**src/rtl/phase_step_timer_if.sv**
```systemverilog
// phase_step_timer_if: signal bundle between the phase step timer and the
// four-phase step sequencer FSM it drives.
//
// Signals
//   go_raw    asynchronous start request (level; rising edge requests start)
//   pause     synchronous dwell freeze
//   phase     FSM state code read back (000 idle, 001/010/100 active)
//   start     one-cycle start pulse to the FSM
//   step1..3  one-cycle phase-advance pulses to the FSM
//   dwell_cnt current dwell count
//   busy      timer is running or waiting in an active phase
//   err       sticky illegal-phase flag
//
// Modports
//   master  the side that owns go_raw/pause/phase (sequencer / environment)
//   slave   the timer itself
interface phase_step_timer_if #(
  parameter int unsigned CNT_W = 16
) ();

  logic             go_raw;
  logic             pause;
  logic [2:0]       phase;
  logic             start;
  logic             step1;
  logic             step2;
  logic             step3;
  logic [CNT_W-1:0] dwell_cnt;
  logic             busy;
  logic             err;

  modport master (
    output go_raw,
    output pause,
    output phase,
    input  start,
    input  step1,
    input  step2,
    input  step3,
    input  dwell_cnt,
    input  busy,
    input  err
  );

  modport slave (
    input  go_raw,
    input  pause,
    input  phase,
    output start,
    output step1,
    output step2,
    output step3,
    output dwell_cnt,
    output busy,
    output err
  );

endinterface

```
**src/rtl/phase_step_timer.sv**
```systemverilog
// phase_step_timer: event source for the four-phase step sequencer.
// Converts an asynchronous go request into a one-cycle start pulse (only while
// the sequencer is idle) and, in each active phase, times a fixed dwell before
// emitting the matching one-cycle step pulse.
//
// Ports
//   clk    clock
//   reset  asynchronous, active-high reset
//   bus    phase_step_timer_if.slave
//            in : go_raw, pause, phase
//            out: start, step1, step2, step3, dwell_cnt, busy, err
//
// Parameters
//   CNT_W  dwell counter width (must match the interface's CNT_W)
//   T1     dwell cycles in phase 001 before step1
//   T2     dwell cycles in phase 010 before step2
//   T3     dwell cycles in phase 100 before step3
//   Each Tn must lie in 1 .. 2**CNT_W-1.
module phase_step_timer #(
  parameter int unsigned CNT_W = 16,
  parameter int unsigned T1    = 10,
  parameter int unsigned T2    = 20,
  parameter int unsigned T3    = 5
) (
  input logic                 clk,
  input logic                 reset,
  phase_step_timer_if.slave   bus
);

  localparam logic [1:0] S_IDLE = 2'd0;
  localparam logic [1:0] S_RUN  = 2'd1;
  localparam logic [1:0] S_WAIT = 2'd2;
  localparam logic [1:0] S_ERR  = 2'd3;

  localparam logic [2:0] PH_IDLE = 3'b000;
  localparam logic [2:0] PH_1    = 3'b001;
  localparam logic [2:0] PH_2    = 3'b010;
  localparam logic [2:0] PH_3    = 3'b100;

  // Terminal count per phase: the step pulse fires on the edge where the
  // counter already holds Tn-1, giving exactly Tn unpaused dwell edges.
  localparam logic [CNT_W-1:0] LAST1 = CNT_W'(T1 - 1);
  localparam logic [CNT_W-1:0] LAST2 = CNT_W'(T2 - 1);
  localparam logic [CNT_W-1:0] LAST3 = CNT_W'(T3 - 1);

  // ---------------------------------------------------------------------------
  // go_raw synchronizer and rising-edge detect
  // ---------------------------------------------------------------------------
  logic       go_s1_q;
  logic       go_s2_q;
  logic       go_s3_q;
  logic [2:0] fill_q;
  logic       go_edge;

  always_ff @(posedge clk or posedge reset) begin
    if (reset) begin
      go_s1_q <= 1'b0;
      go_s2_q <= 1'b0;
      go_s3_q <= 1'b0;
      fill_q  <= 3'b000;
    end else begin
      go_s1_q <= bus.go_raw;
      go_s2_q <= go_s1_q;
      go_s3_q <= go_s2_q;
      fill_q  <= {fill_q[1:0], 1'b1};
    end
  end

  // fill_q[2] marks that go_s3_q holds a real post-reset sample. Without it a
  // go_raw held high through reset would look like a fresh rising edge when
  // the zeroed chain refills.
  assign go_edge = go_s2_q & ~go_s3_q & fill_q[2];

  // ---------------------------------------------------------------------------
  // Phase decode
  // ---------------------------------------------------------------------------
  logic [2:0]       phase_q;
  logic             phase_legal;
  logic             phase_active;
  logic             phase_changed;
  logic [CNT_W-1:0] last_cnt;

  always_comb begin
    phase_legal  = 1'b1;
    phase_active = 1'b1;
    last_cnt     = '0;
    case (bus.phase)
      PH_IDLE: phase_active = 1'b0;
      PH_1:    last_cnt     = LAST1;
      PH_2:    last_cnt     = LAST2;
      PH_3:    last_cnt     = LAST3;
      default: begin
        phase_legal  = 1'b0;
        phase_active = 1'b0;
      end
    endcase
  end

  assign phase_changed = (bus.phase != phase_q);

  // ---------------------------------------------------------------------------
  // Control FSM and dwell counter
  // ---------------------------------------------------------------------------
  logic [1:0]       state_q;
  logic [1:0]       state_d;
  logic [CNT_W-1:0] cnt_q;
  logic [CNT_W-1:0] cnt_d;
  logic             start_q;
  logic             start_d;
  logic [2:0]       step_q;
  logic [2:0]       step_d;
  logic             err_q;
  logic             err_d;

  always_comb begin
    state_d = state_q;
    cnt_d   = cnt_q;
    step_d  = 3'b000;
    err_d   = err_q | ~phase_legal;
    // start can never coincide with a step: it needs phase 000, steps need an
    // active phase.
    start_d = go_edge & (bus.phase == PH_IDLE);

    if (!phase_legal) begin
      state_d = S_ERR;
      if (phase_changed) begin
        cnt_d = '0;
      end
    end else if (phase_changed) begin
      // A phase change restarts the dwell and pre-empts a same-cycle match.
      cnt_d   = '0;
      state_d = phase_active ? S_RUN : S_IDLE;
    end else begin
      case (state_q)
        S_IDLE: cnt_d = '0;
        S_RUN: begin
          if (!bus.pause && phase_active) begin
            if (cnt_q == last_cnt) begin
              // Phase codes are one-hot, so the code itself selects stepN.
              step_d  = bus.phase;
              state_d = S_WAIT;
            end else begin
              cnt_d = cnt_q + CNT_W'(1);
            end
          end
        end
        default: ;  // S_WAIT and S_ERR hold until the next phase change
      endcase
    end
  end

  always_ff @(posedge clk or posedge reset) begin
    if (reset) begin
      state_q <= S_IDLE;
      phase_q <= PH_IDLE;
      cnt_q   <= '0;
      start_q <= 1'b0;
      step_q  <= 3'b000;
      err_q   <= 1'b0;
    end else begin
      state_q <= state_d;
      phase_q <= bus.phase;
      cnt_q   <= cnt_d;
      start_q <= start_d;
      step_q  <= step_d;
      err_q   <= err_d;
    end
  end

  // ---------------------------------------------------------------------------
  // Outputs
  // ---------------------------------------------------------------------------
  assign bus.start     = start_q;
  assign bus.step1     = step_q[0];
  assign bus.step2     = step_q[1];
  assign bus.step3     = step_q[2];
  assign bus.dwell_cnt = cnt_q;
  assign bus.busy      = (state_q == S_RUN) || (state_q == S_WAIT);
  assign bus.err       = err_q;

`ifndef SYNTHESIS
  pulses_exclusive: assert property (@(posedge clk) disable iff (reset)
    $onehot0({start_q, step_q}));
  err_sticky: assert property (@(posedge clk) disable iff (reset)
    err_q |=> err_q);
`endif

endmodule

```
**src/flat_wrapper.sv**
```systemverilog
// flat-port wrapper written by rule: the top's interface ports become plain ports
module phase_step_timer_flat 
#(
  parameter int unsigned CNT_W = 16,
  parameter int unsigned T1    = 10,
  parameter int unsigned T2    = 20,
  parameter int unsigned T3    = 5
)
  (clk, reset, bus_go_raw, bus_pause, bus_phase, bus_start, bus_step1, bus_step2, bus_step3, bus_dwell_cnt, bus_busy, bus_err);
  phase_step_timer_if #(.CNT_W(CNT_W)) bus_i ();
  input logic clk;
  input logic reset;
  input wire logic [$bits(bus_i.go_raw)-1:0] bus_go_raw;
  input wire logic [$bits(bus_i.pause)-1:0] bus_pause;
  input wire logic [$bits(bus_i.phase)-1:0] bus_phase;
  output wire logic [$bits(bus_i.start)-1:0] bus_start;
  output wire logic [$bits(bus_i.step1)-1:0] bus_step1;
  output wire logic [$bits(bus_i.step2)-1:0] bus_step2;
  output wire logic [$bits(bus_i.step3)-1:0] bus_step3;
  output wire logic [$bits(bus_i.dwell_cnt)-1:0] bus_dwell_cnt;
  output wire logic [$bits(bus_i.busy)-1:0] bus_busy;
  output wire logic [$bits(bus_i.err)-1:0] bus_err;
  assign bus_i.go_raw = bus_go_raw;
  assign bus_i.pause = bus_pause;
  assign bus_i.phase = bus_phase;
  assign bus_start = bus_i.start;
  assign bus_step1 = bus_i.step1;
  assign bus_step2 = bus_i.step2;
  assign bus_step3 = bus_i.step3;
  assign bus_dwell_cnt = bus_i.dwell_cnt;
  assign bus_busy = bus_i.busy;
  assign bus_err = bus_i.err;
  phase_step_timer #(.CNT_W(CNT_W), .T1(T1), .T2(T2), .T3(T3)) u_core (.clk(clk), .reset(reset), .bus(bus_i));
endmodule
```
**config.mk**
```make
export PLATFORM = sky130hd
export DESIGN_NAME = phase_step_timer_flat
export DESIGN_NICKNAME = d
export VERILOG_FILES = /design/src/rtl/phase_step_timer_if.sv /design/src/rtl/phase_step_timer.sv /design/src/flat_wrapper.sv
export SDC_FILE = /design/constraint.sdc
export NUM_CORES = 1
export LEC_CHECK = 0
export ABC_AREA = 1
export BUFFER_PORTS_ARGS = -buffer_cell sky130_fd_sc_hd__buf_2
export CORE_MARGIN = 5
export CORE_UTILIZATION = 57
export DETAILED_ROUTE_END_ITERATION = 7
export GPL_ROUTABILITY_DRIVEN = 0
export HOLD_SLACK_MARGIN = 0.08
export PLACE_DENSITY_LB_ADDON = 0.08
export SYNTH_ARGS = -nofsm -noshare
export SYNTH_HDL_FRONTEND = slang
export SYNTH_SLANG_ARGS = --single-unit
```
**constraint.sdc**
```tcl
create_clock -name clk -period 2 [get_ports clk]
set_input_delay 0.3 -clock clk [delete_from_list [all_inputs] [get_ports clk]]
set_output_delay 0.3 -clock clk [all_outputs]
set_load 0.005 [all_outputs]
```
==> results.cfg, run 1 <==
[timing]
drv_slew = 0
skew_ns = 0.0103
min_period_ns = 1.80
hold_viol_final = 0
period_share = 0.900
fin_setup_tns_ns = 0
slew_headroom = 0.660
worst_slew_pin_slew_ns = 0.509
rsz0062_at_grt = no
clock.fmax_ghz = 0.556
final-setup-viol-count = 0

[power]
peakVddDrop_v = 0.000450
internal_power_mw = 0.855
p_switching_mw = 0.390
clkPwrFrac = 0.317
p_seq_frac = 0.537
power.share.switching = 0.313
power_leakage_nw = 1.23
p_per_area_mw_per_mm2 = 541
combPwrFrac = 0.147

[synthesis]
syn_inst = 294
ys_seq_elements = 32
synth_area_per_cell_um2 = 6.87
synth_nets = 304
yosys_warnings = 0
synthDistinctLibCells = 27
syn_area_mm2 = 0.00202
yosysSeqAreaShare = 0.397

[clocking]
clock_sinks = 32
postCtsSetupBuffers = 0
cts_tree = done
clock_latency_ns = 0.35
h-tree-depth = 2
clkTransAtPathRegs_ns = 0.11
cts_made_buffers = 5
cts_buffer_depth = 2
cts-root-buf = clkbuf_4

[grt]
grtUsageMet1 = 0.292
busiest_layer = met2
grt_pass1_wl_mm = 8.43
overflow = 0
antenna_found_initial = 0
track_usage = 0.216
grt_pass1_vias = 1800
grt_util_met3 = 0.0667
globalRouteMet2Util = 0.337
grt_max_degree = 33

[route]
vias_per_cell = 5.19
drt-pass1-iter-count = 5
drc = 0
routed_wirelength_mm = 4.82
avgRoutedWirePerCell_um = 12.9
drt_iter0_drc = 143
vias = 1946
postRouteAntennaNets = 0

[die]
io_pins = 29
die_h_um = 69.5
die_width_um = 69.5
dieArea_mm2 = 0.00483
fp-row-count = 21
initial_core_util = 0.596
core-area_mm2 = 0.00339

[worst_setup_path]
cp-end-kind = register
crit_fanout = 7
slowest_delay_ns = 0.48
worstPathCellList = ha_1, nand2_1, nor2_1, nand3_1, nand2_1, nand3_1, nor3_1, nand2_1, nand2_1
crit_arrival_ns = 2.09
cpMostUsedCell = nand2_1
crit_type = register to register
critPathSlowestCell = dfrtp_1
reg2reg_setup_slack_ns = 0.20
crit_required_ns = 2.29
cp-start-kind = register

[cells_and_area]
stdcell_area_mm2 = 0.00230
nets = 338
nFillCells = 297
syn_to_final_growth_pct = 13.8
postLayoutCoreUtil = 0.678
diodes = 0
layout-drive-gt1-share = 0.188

[run_status]
status = finished, final reports clean

[placed_design]
place.port_buffers = 28
placed_area_mm2 = 0.00221
dp_hpwl_mm = 3.37

[min_path]
min_path_type = input port to register

[job]
cap_violations = 0
metal layers:
metal | up-vias | wire length, µm
met3 | 6 | 353
li1 | 997 | -
met4 | 0 | 51
met5 | - | 0
met1 | 874 | 2240
met2 | 69 | 2170
power by group through the flow:
| stage | clock network [mW] | registers [mW] | logic, mW |
|---|---|---|---|
| 6_report | 0.394 | 0.668 | 0.182 |
| 5_1_grt | 0.447 | 0.670 | 0.204 |
| 4_1_cts | 0.406 | 0.668 | 0.183 |
| 3_5_place_dp | 0 | 0.681 | 0.180 |
| 3_3_place_gp | 0 | 0.681 | 0.174 |
| 2_1_floorplan | 0 | 0.679 | 0.128 |
layout by cell type, fill, tap and decap left out, drive strengths merged:
| master | count |
|---|---|
| a21oi | 2 |
| buf | 34 |
| clkbuf | 5 |
| clkinv | 1 |
| clkinvlp | 2 |
| conb | 1 |
| dfrtp | 32 |
| dlygate4sd3 | 2 |
| ha | 3 |
| inv | 38 |
| nand2 | 95 |
| nand3 | 42 |
| nand3b | 4 |
| nand4 | 9 |
| nor2 | 36 |
| nor3 | 13 |
| nor4 | 1 |
| o21ai | 1 |
| o21bai | 1 |
| or2 | 3 |
| xnor2 | 3 |
| xor2 | 1 |
timing repair:
action / CTS / global route
resized for setup: 0 / 2
hold buffers: 2 / 0
hold endpoints to repair: 33 / 0
setup endpoints to repair: 0 / 2
area by class of cell:
type	instances	area [µm²]	share of cell area
inverter	38	143	0.0621
clock buffer	5	37.5	0.0163
timing repair buffer	36	205	0.0893
tap	46	57.6	0.0250
clock inverter	3	23.8	0.0103
multi-input combinational	215	1030	0.448
sequential	32	802	0.349
synthesized netlist by cell type:
| master | n | share of area |
|---|---|---|
| a21oi_1 | 1 | 0.0025 |
| a21oi_2 | 1 | 0.0043 |
| buf_2 | 5 | 0.012 |
| buf_4 | 1 | 0.0037 |
| buf_6 | 1 | 0.0056 |
| clkbuf_1 | 2 | 0.0037 |
| conb_1 | 1 | 0.0019 |
| dfrtp_1 | 32 | 0.40 |
| ha_1 | 3 | 0.019 |
| inv_1 | 34 | 0.063 |
| inv_2 | 4 | 0.0074 |
| nand2_1 | 93 | 0.17 |
| nand2_4 | 2 | 0.011 |
| nand3_1 | 39 | 0.097 |
| nand3_2 | 3 | 0.015 |
| nand3b_1 | 3 | 0.011 |
| nand3b_2 | 1 | 0.0056 |
| nand4_1 | 9 | 0.028 |
| nor2_1 | 32 | 0.059 |
| nor2_2 | 4 | 0.012 |
| nor3_1 | 13 | 0.032 |
| nor4_1 | 1 | 0.0031 |
| o21ai_0 | 1 | 0.0025 |
| o21bai_1 | 1 | 0.0037 |
| or2_2 | 3 | 0.0093 |
| xnor2_1 | 3 | 0.013 |
| xor2_1 | 1 | 0.0043 |
final timing paths:
path,cells after the start,startpoint,endpoint
min,1,bus_phase[1],u_core.phase_q[1]
min reg2reg,0,u_core.go_s1_q,u_core.go_s2_q
max,9,u_core.bus.dwell_cnt[1],u_core.bus.dwell_cnt[12]
max reg2reg,9,u_core.bus.dwell_cnt[1],u_core.bus.dwell_cnt[12]
min in group asynchronous,4,reset,u_core.bus.dwell_cnt[3]
max in group asynchronous,4,reset,u_core.bus.dwell_cnt[0]
cells by family (layout without fill, tap and decap cells):
kind of cell / Yosys count / after routing / synth area share
AOI/OAI and AO/OA: 4 / 4 / 0.0130
xor gates and xnor gates: 4 / 4 / 0.0174
adders and majority gates: 3 / 3 / 0.0186
buffers and inverters: 47 / 82 / 0.0960
DFF: 32 / 32 / 0.397
other: 1 / 1 / 0.00186
and+or+nand+nor: 203 / 203 / 0.457
critical path: cells and delay by family (launching register included):
family / cells / cell delay [ns]
flip-flops: 1 / 0.48
AND/OR/NAND/NOR: 8 / 0.93
adder cells (fa/ha/maj): 1 / 0.32
per-stage QoR:
step	total power [mW]	worst slack [ns]	hold WS [ns]	cells
2_1_floorplan	0.807	0.360	0.331	294
3_3_place_gp	0.855	0.245	0.332	365
3_5_place_dp	0.861	0.210	0.337	365
4_1_cts	1.26	0.170	0.126	375
5_1_grt	1.32	0.0576	0.118	375
6_report	1.24	0.200	0.133	375
flip-flops by register name (all words and copies together), names as in the netlist:
register	cells
u_core.state_q	2
u_core.go_s3_q	1
u_core.bus.err	1
u_core.fill_q	3
u_core.bus.start	1
u_core.go_s1_q	1
u_core.step_q	3
u_core.bus.dwell_cnt	16
u_core.go_s2_q	1
u_core.phase_q	3
Note: power is estimated with default switching activity, not from simulation.
==> inputs of run 2 (changes only) <==
--- a/config.mk
+++ b/config.mk
@@ -5,14 +5,14 @@
 export SDC_FILE = /design/constraint.sdc
 export NUM_CORES = 1
 export LEC_CHECK = 0
-export ABC_AREA = 1
 export BUFFER_PORTS_ARGS = -buffer_cell sky130_fd_sc_hd__buf_2
 export CORE_MARGIN = 5
-export CORE_UTILIZATION = 57
+export CORE_UTILIZATION = 56
 export DETAILED_ROUTE_END_ITERATION = 7
 export GPL_ROUTABILITY_DRIVEN = 0
 export HOLD_SLACK_MARGIN = 0.08
 export PLACE_DENSITY_LB_ADDON = 0.08
+export RECOVER_POWER = 100
 export SYNTH_ARGS = -nofsm -noshare
 export SYNTH_HDL_FRONTEND = slang
 export SYNTH_SLANG_ARGS = --single-unit
==> run 2 against run 1 <==
  * Synthesized cell count down 34%
  * Critical path type unchanged
  * Non-clock buffer count up 21
  * Combinational power up 19%
==> results.cfg, run 2 <==
[cells_and_area]
mostFrequentLayoutCell = dfrtp_1
final_cell_mix = dfrtp_1, buf_2, buf_4
syn_to_final_growth_pct = 25.2
nets = 258
largest_register_ff_count = 16
layout-drive-gt1-share = 0.309
stdcell_area_mm2 = 0.00226
diodes = 0

[worst_setup_path]
crit_arrival_ns = 2.16
crit_type = register to register
ff2ff_path_depth = 5
crit_fanout = 7
crit_required_ns = 2.26
cp-end-kind = register
cp-start-kind = register

[timing]
worst_hold_slack_ns = 0.290
worst_slew_pin_slew_ns = 0.780
final-setup-viol-count = 0
finalWorstSetupSlack_ns = 0.103
drv_slew = 0
skew_ns = 0.0149
hold_viol_final = 0
min_period_ns = 1.90
period_share = 0.949
slew_headroom = 0.480
clock.fmax_ghz = 0.527

[clocking]
clkTransAtPathRegs_ns = 0.11
cts-root-buf = clkbuf_4
clock_latency_ns = 0.35
h-tree-depth = 2
clock_sinks = 32
cts_buffer_depth = 2
cts_tree = done
cts_made_buffers = 5

[synthesis]
async_reset_ff_frac = 1.00
synthDistinctLibCells = 50
synth_area_per_cell_um2 = 9.31
yosysSeqAreaShare = 0.444
syn_inst = 194
synthFlopType = dfrtp_1
ys_seq_elements = 32
synth.area.top_cells = dfrtp_1, nand3_1, a21oi_1
synth_nets = 204
yosys_warnings = 0
synth_common_cells = dfrtp_1, nand3_1, nand2_1, a21oi_1, nor2_1
synth_edf_count = 0
synth_top_area_share = 0.444
syn_area_mm2 = 0.00181
synth_most_common_cell = dfrtp_1
synth_top_area_cell = dfrtp_1

[die]
initial_core_util = 0.587
fp-row-count = 20
io_pins = 29
core-area_mm2 = 0.00308
dieArea_mm2 = 0.00446
die_width_um = 66.8
die_h_um = 66.8

[route]
vias = 1776
drt-pass1-iter-count = 4
routed_wirelength_mm = 4.74
vias_per_cell = 6.06
postRouteAntennaNets = 0
drt_iter0_drc = 172
avgRoutedWirePerCell_um = 16.2
drc = 0

[grt]
overflow = 0
grt_pass1_vias = 1711
grt_pass1_wl_mm = 8.02
grt_max_degree = 33
track_usage = 0.239
antenna_found_initial = 0

[min_path]
min_path_cells = 3
min_path_type = input port to register

[power]
power_leakage_nw = 1.02
p_per_area_mw_per_mm2 = 567
power_mw = 1.28
peakVddDrop_v = 0.000516

[job]
cap_violations = 0

[placed_design]
dpl_worst_slack_ns = -0.00524
placed_area_mm2 = 0.00213
place.port_buffers = 28
dp_hpwl_mm = 3.36

[run_status]
status = finished, final reports clean
[run 2: cell types whose count changed in the layout (fill, tap and decap cells not counted), sizes merged, moves of 13 or more]
cell    change
inv        -26
nand3      -25
nand2      -79
clkbuf     +15
a21oi      +13
nor2       -22
[run 2: kinds of logic after synthesis]
group / count (synthesis) / share of synthesized area
AND/OR/NAND/NOR: 86 / 0.268
AO/OA/AOI/OAI: 42 / 0.168
flip-flops: 32 / 0.444
buffers and inverters: 22 / 0.0547
adder cells (fa/ha/maj): 4 / 0.0270
XOR/XNOR: 4 / 0.0194
multiplexers: 3 / 0.0173
other: 1 / 0.00208
[run 2: final timing paths]
| kind | start | endpoint | slack [ns] |
|---|---|---|---|
| setup / recovery | u_core.bus.dwell_cnt[10] | u_core.bus.dwell_cnt[13] | 0.10 |
| setup reg to reg | u_core.bus.dwell_cnt[10] | u_core.bus.dwell_cnt[13] | 0.10 |
| hold / removal | bus_phase[1] | u_core.step_q[0] | 0.29 |
| min in group asynchronous | reset | u_core.state_q[0] | 0.71 |
| hold reg to reg | u_core.go_s1_q | u_core.go_s2_q | 0.36 |
| max in group asynchronous | reset | u_core.bus.dwell_cnt[1] | 0.74 |
[run 2: per-stage QoR]
stage | std cells | TNS [ns] | util
after global routing | 293 | -0.0326 | 0.735
after CTS | 291 | 0 | 0.722
after detailed placement | 281 | -0.00524 | 0.693
final | 293 | 0 | 0.735
after global placement | 281 | 0 | 0.693
after floorplan | 194 | 0 | -
[run 2: timing repair]
action,4_1_cts,5_1_grt
hold endpoints to repair,33,0
hold buffers,2,0
endpoints found under the setup margin,2,16
buffers inserted,0,2
pin swaps,1,4
resized for setup,1,13
[run 2: critical path, cell delays in order, from the launching register on]
cell      delay [ns]
dfrtp_1         0.41
clkbuf_1        0.27
nand3_1         0.18
nor4_4          0.31
or3b_2          0.48
a21oi_1         0.17
[run 2: area by class of cell]
type	count	area, µm²
Sequential cell	32	802
Clock inverter	2	10.0
Clock buffer	6	51.3
Multi-Input combinational cell	140	971
Tap cell	44	55.1
Timing Repair Buffer	57	327
Inverter	12	45.0
Fill cell	255	817
[run 2: power breakdown]
group	total [mW]	leakage [nW]	switching, mW	internal, mW
clock	0.402	0.0380	0.235	0.167
sequential	0.665	0.412	0.00533	0.660
combinational	0.216	0.569	0.134	0.0821
total	1.28	1.02	0.374	0.909
[run 2: metal layers]
metal / vias to the layer above / track usage / share of wire
li1: 814 / - / -
met1: 864 / 0.314 / 0.42
met2: 82 / 0.371 / 0.47
met3: 16 / 0.0624 / 0.082
met4: 0 / 0.0990 / 0.030
met5: - / 0 / 0
